`src/rtl/hulohot_alu_seq.sv`:
```
// Sequenced ALU: single-cycle logic/arith ops, WIDTH-cycle shift-add multiply,
// valid/ready handshake on both sides with results held until consumed.
//
// state  | meaning
// S_IDLE | ready for a new operation
// S_BUSY | multiply in progress, one multiplier bit per cycle
// S_DONE | result presented, waiting for out_ready
module hulohot_alu_seq #(
  parameter int WIDTH = 8
) (
  input  logic               clk,
  input  logic               rst_n,
  input  logic [WIDTH-1:0]   a,
  input  logic [WIDTH-1:0]   b,
  input  logic [2:0]         opcode,
  input  logic               in_valid,
  output logic               in_ready,
  output logic [2*WIDTH-1:0] z,
  output logic               carry,
  output logic               zero,
  output logic               out_valid,
  input  logic               out_ready
);

  localparam int SW = $clog2(WIDTH);

  localparam logic [2:0] OP_ADD = 3'b000;
  localparam logic [2:0] OP_SUB = 3'b001;
  localparam logic [2:0] OP_AND = 3'b010;
  localparam logic [2:0] OP_OR  = 3'b011;
  localparam logic [2:0] OP_XOR = 3'b100;
  localparam logic [2:0] OP_SHL = 3'b101;
  localparam logic [2:0] OP_SHR = 3'b110;
  localparam logic [2:0] OP_MUL = 3'b111;

  typedef enum logic [1:0] {S_IDLE, S_BUSY, S_DONE} state_t;

  state_t               r_state;
  state_t               w_state_nxt;
  logic [2*WIDTH-1:0]   r_z;
  logic                 r_carry;
  logic                 r_zero;
  logic [2*WIDTH-1:0]   r_mcand;
  logic [WIDTH-1:0]     r_mplier;
  logic [2*WIDTH-1:0]   r_acc;
  logic [SW-1:0]        r_cnt;

  logic [WIDTH:0]       w_sum;
  logic [WIDTH:0]       w_diff;
  logic [WIDTH-1:0]     w_shl;
  logic [WIDTH-1:0]     w_shr;
  logic [2*WIDTH-1:0]   w_alu_z;
  logic                 w_alu_c;
  logic [2*WIDTH-1:0]   w_acc_nxt;

  assign in_ready  = (r_state == S_IDLE);
  assign out_valid = (r_state == S_DONE);
  assign z         = r_z;
  assign carry     = r_carry;
  assign zero      = r_zero;

  always_ff @(posedge clk or negedge rst_n) begin
    if (!rst_n) r_state <= S_IDLE;
    else        r_state <= w_state_nxt;
  end

  always_comb begin
    w_state_nxt = r_state;
    case (r_state)
      S_IDLE: if (in_valid) w_state_nxt = (opcode == OP_MUL) ? S_BUSY : S_DONE;
      S_BUSY: if (r_cnt == '0) w_state_nxt = S_DONE;
      S_DONE: if (out_ready) w_state_nxt = S_IDLE;
      default: w_state_nxt = S_IDLE;
    endcase
  end

  assign w_sum  = {1'b0, a} + {1'b0, b};
  assign w_diff = {1'b0, a} - {1'b0, b};
  assign w_shl  = a << b[SW-1:0];
  assign w_shr  = a >> b[SW-1:0];

  always_comb begin
    w_alu_z = '0;
    w_alu_c = 1'b0;
    case (opcode)
      OP_ADD: begin
        w_alu_z = {{(WIDTH-1){1'b0}}, w_sum};
        w_alu_c = w_sum[WIDTH];
      end
      // borrow lands in the top bit of the (WIDTH+1)-bit difference
      OP_SUB: begin
        w_alu_z = {{(WIDTH-1){1'b0}}, w_diff};
        w_alu_c = w_diff[WIDTH];
      end
      OP_AND: w_alu_z = {{WIDTH{1'b0}}, a & b};
      OP_OR:  w_alu_z = {{WIDTH{1'b0}}, a | b};
      OP_XOR: w_alu_z = {{WIDTH{1'b0}}, a ^ b};
      OP_SHL: w_alu_z = {{WIDTH{1'b0}}, w_shl};
      OP_SHR: w_alu_z = {{WIDTH{1'b0}}, w_shr};
      default: ;
    endcase
  end

  assign w_acc_nxt = r_acc + (r_mplier[0] ? r_mcand : '0);

  always_ff @(posedge clk or negedge rst_n) begin
    if (!rst_n) begin
      r_z      <= '0;
      r_carry  <= 1'b0;
      r_zero   <= 1'b0;
      r_mcand  <= '0;
      r_mplier <= '0;
      r_acc    <= '0;
      r_cnt    <= '0;
    end else begin
      case (r_state)
        S_IDLE: begin
          if (in_valid) begin
            if (opcode == OP_MUL) begin
              r_mcand  <= {{WIDTH{1'b0}}, a};
              r_mplier <= b;
              r_acc    <= '0;
              r_cnt    <= SW'(WIDTH - 1);
            end else begin
              r_z     <= w_alu_z;
              r_carry <= w_alu_c;
              r_zero  <= (w_alu_z == '0);
            end
          end
        end
        S_BUSY: begin
          r_acc    <= w_acc_nxt;
          r_mcand  <= r_mcand << 1;
          r_mplier <= r_mplier >> 1;
          r_cnt    <= r_cnt - 1'b1;
          if (r_cnt == '0) begin
            r_z     <= w_acc_nxt;
            r_carry <= |w_acc_nxt[2*WIDTH-1:WIDTH];
            r_zero  <= (w_acc_nxt == '0);
          end
        end
        default: ;
      endcase
    end
  end

endmodule

```
`config.mk`:
```
export PLATFORM = sky130hd
export DESIGN_NAME = hulohot_alu_seq
export DESIGN_NICKNAME = d
export VERILOG_FILES = /design/src/rtl/hulohot_alu_seq.sv
export SDC_FILE = /design/constraint.sdc
export NUM_CORES = 1
export LEC_CHECK = 0
export ABC_AREA = 1
export BUFFER_PORTS_ARGS = -buffer_cell sky130_fd_sc_hd__buf_2
export CAP_MARGIN = 20
export CORE_MARGIN = 1
export CORE_UTILIZATION = 61
export DETAILED_ROUTE_END_ITERATION = 12
export PLACE_DENSITY = 0.78
export SYNTH_ARGS = -nofsm -noshare
export SYNTH_HDL_FRONTEND = slang
export SYNTH_SLANG_ARGS = --single-unit
```
`constraint.sdc`:
```
create_clock -name clk -period 3.3 [get_ports clk]
set_input_delay 0 -clock clk [delete_from_list [all_inputs] [get_ports clk]]
set_output_delay 0 -clock clk [all_outputs]
set_load 0.05 [all_outputs]
```
==> impl_metrics.ini <==
[clock_tree]
tritoncts = built
cts.sinks = 63
clk_pin_slew_ns = 0.07
cts_max_level = 3
clkLatencyLatePin_ns = 0.35
clk_path_buf_depth = 2
cts_buffers = 9
cts-resized-gates = 0
ctsRootBufferMaster = clkbuf_8

[cells_and_area]
finalNetCount = 909
antenna_cells = 0
final_util = 0.6992
syn_to_final_growth_pct = 9.490
drive_gt1_frac = 0.09231

[synthesis]
synth_cell_types = 30
synth_nets = 874
yosysSeqAreaShare = 0.2975
synth_top_area_frac = 0.2975
yosys.area.top_type = dfrtp_1
ys_warn_count = 0
postSynth.asyncResetShare = 1.000
synth_ff_type = dfrtp_1
avgSynthCellArea_um2 = 6.576
ys_seq_elements = 63
synth.area.top_cells = dfrtp_1 30%, nand2_1 17%, ha_1 9.9%
postSynthCellCount = 806
netlist_area_um2 = 5300
synth_edf_count = 0

[route]
vias = 5506
wl_met3_um = 851
met1_length_um = 5941
drt_pass1_iterations = 5
drt-initial-drc-count = 422
wl_met2_um = 7575
routed_wl_um = 14980
wl_per_cell_um = 15.77
vias_per_cell = 5.796
drtAntennaViolNets = 0
drc = 0
routed.top_layer = met4

[sta]
rsz0062_at_grt = no
tns_ns = 0
fin_crit_ns = 2.662
finClkSkew_ns = 0.008660
hold_violations = 0
slew_viol_final = 0
fmax_mhz = 375.6
setup_viol = 0
finalCritPeriodShare = 0.8067
max_slew_margin = 0.4615
tightest_slew_ns = 0.8078

[run_status]
outcome = complete, no violations

[setup_path]
worst-r2r-setup-slack_ns = 0.64
start_kind = flip-flop
cp_data_arrival_time_ns = 2.89
r2r-start = r_mplier[0]$_DFFE_PN0P_
worstSetupPathType = reg2reg
r2r_end = carry$_DFFE_PN0P_
cp_cell_sequence = nand2_1, inv_1, ha_1, fa_1, nand3_1, nand2_1, nand2_1, nand2_1, xnor2_1, nand3_1, nor2_1, nand2_1, nor2_1, o21ai_0
r2r_cells = 14
end_kind = flip-flop
required_ns = 3.53
max_stage_delay_ns = 0.57
worstPathMaxFanout = 17
crit_top_cell = nand2_1
slowest_stage = dfrtp_1

[power]
p_int_w = 0.002140
p_per_area_nw_per_um2 = 717.3
p_sw_w = 0.002023
leakage_nw = 3.189
p_clk_frac = 0.164
p_sw_frac = 0.4860
combPwrFrac = 0.527
peakVddDrop_mv = 0.3146
p_seq_frac = 0.309

[grt]
grt_pass1_wl_um = 24380
grt_max_degree = 43
antenna_found_initial = 0
grt-ovfl-total = 0
grt_usage = 0.3536
grt_pass1_vias = 5237

[hold_path]
hp-class = in2reg
min_from = out_ready
worst_hold_path.endpoint = r_state[1]$_DFFE_PN0P_
whs_path_depth = 3

[placed_design]
dp_hpwl_um = 11470
io_buffers = 42
globalplace.congestion = 0.9397

[die]
io_pins = 43
initial_utilization = 0.6386
placementRows = 33
die_area_um2 = 9065
core_area_um2 = 8299
die_w_um = 95.21
die_h_um = 95.21

[run]
cap_violations = 0
critical path: cells and delay by family, from the launching register on:
kind,cells,cell delay (ns)
flip-flops,1,0.57
adder cells (fa/ha/maj),2,0.66
AO/OA/AOI/OAI,1,0.07
buffers and inverters,1,0.05
AND/OR/NAND/NOR,9,0.93
XOR/XNOR,1,0.26
stage by stage:
| stage | hold slack, ns | total power (W) | instance area [um^2] | setup slack, ns | std cells |
|---|---|---|---|---|---|
| after detailed placement | 0.1321 | 0.003437 | 5545 | 0.6815 | 929 |
| after global routing | 0.04235 | 0.004470 | 5803 | 0.4285 | 950 |
| after CTS | 0.02527 | 0.004138 | 5803 | 0.6742 | 950 |
| after global placement | 0.1095 | 0.003389 | 5545 | 0.8235 | 929 |
| after floorplan | -0.2956 | 0.002887 | 5300 | 0.9530 | 806 |
| final | 0.03721 | 0.004163 | 5803 | 0.6378 | 950 |
state kept, by name (all words and copies together), names as in the netlist:
| name | flops |
|---|---|
| r_mplier | 8 |
| r_state | 2 |
| r_cnt | 3 |
| carry | 1 |
| r_acc | 16 |
| r_mcand | 16 |
| z | 16 |
| zero | 1 |
per-layer routing:
| metal | vias up | global-route usage |
|---|---|---|
| li1 | 2688 | - |
| met1 | 2545 | 0.4206 |
| met2 | 222 | 0.6125 |
| met3 | 51 | 0.05104 |
| met4 | 0 | 0.1907 |
| met5 | - | 0 |
Yosys cell counts, types with 3 or more instances:
cell,count
o22ai_1,7
ha_1,42
a21oi_1,26
nor3_1,8
o211ai_1,13
buf_2,14
o21ai_0,46
clkbuf_1,13
a31oi_1,10
xnor2_1,6
nor3_2,3
inv_2,6
fa_1,3
nand2_1,245
nor2_2,3
nand3b_1,8
dfrtp_1,63
or2_2,4
inv_1,103
nor2_1,59
nand4_1,14
nand3_1,96
xor2_1,3
cell type report:
class | count | area [um^2]
Clock inverter | 3 | 42.54
Inverter | 109 | 409.1
Clock buffer | 12 | 155.1
Fill cell | 747 | 2496
Sequential cell | 63 | 1577
Tap cell | 105 | 131.4
Timing Repair Buffer | 53 | 307.8
Multi-Input combinational cell | 605 | 3181
kinds of logic (layout without fill, tap and decap cells):
family / after synthesis / after routing / share of synthesized area
adder cells (fa/ha/maj): 45 / 45 / 0.1105
XOR/XNOR: 9 / 9 / 0.01487
AO/OA/AOI/OAI: 108 / 108 / 0.1152
AND/OR/NAND/NOR: 443 / 443 / 0.3595
flip-flops: 63 / 63 / 0.2975
buffers and inverters: 138 / 177 / 0.1025
layout by cell type (no fill, tap or decap), drive strengths merged:
master,count
bufinv,1
nand3b,8
clkinvlp,1
a31oi,10
xor2,3
o22ai,7
clkinv,1
o22a,1
a22oi,2
buf,47
o21a,1
ha,42
dlygate4sd3,6
a21oi,26
xnor2,6
o211ai,13
o31ai,2
nand2,245
fa,3
clkbuf,12
dfrtp,63
nand4,14
or2,6
o21ai,46
nand3,97
inv,109
nor3,11
nor2,62
worst max-delay path by stage:
stage                       startpoint                 to  slack [ns]
2_1_floorplan  r_mplier[0]$_DFFE_PN0P_  carry$_DFFE_PN0P_        0.95
3_3_place_gp   r_mplier[0]$_DFFE_PN0P_  carry$_DFFE_PN0P_        0.82
3_5_place_dp   r_mplier[0]$_DFFE_PN0P_  carry$_DFFE_PN0P_        0.68
4_1_cts        r_mplier[0]$_DFFE_PN0P_  carry$_DFFE_PN0P_        0.67
5_1_grt        r_mplier[0]$_DFFE_PN0P_  carry$_DFFE_PN0P_        0.43
6_report       r_mplier[0]$_DFFE_PN0P_  carry$_DFFE_PN0P_        0.64
power by group through the flow:
stage	logic [W]	clock network, W	registers (W)
floorplan	0.00142	0	0.00146
global route	0.00243	0.000718	0.00132
detailed placement	0.00214	0	0.00129
global placement	0.00211	0	0.00128
CTS	0.00217	0.000689	0.00128
finish	0.00219	0.000683	0.00128
what timing repair did:
item / CTS / global route
hold endpoints to repair: 39 / 0
buffers inserted: 0 / 0
hold buffers: 6 / 0
(Power assumes the default switching activity.)
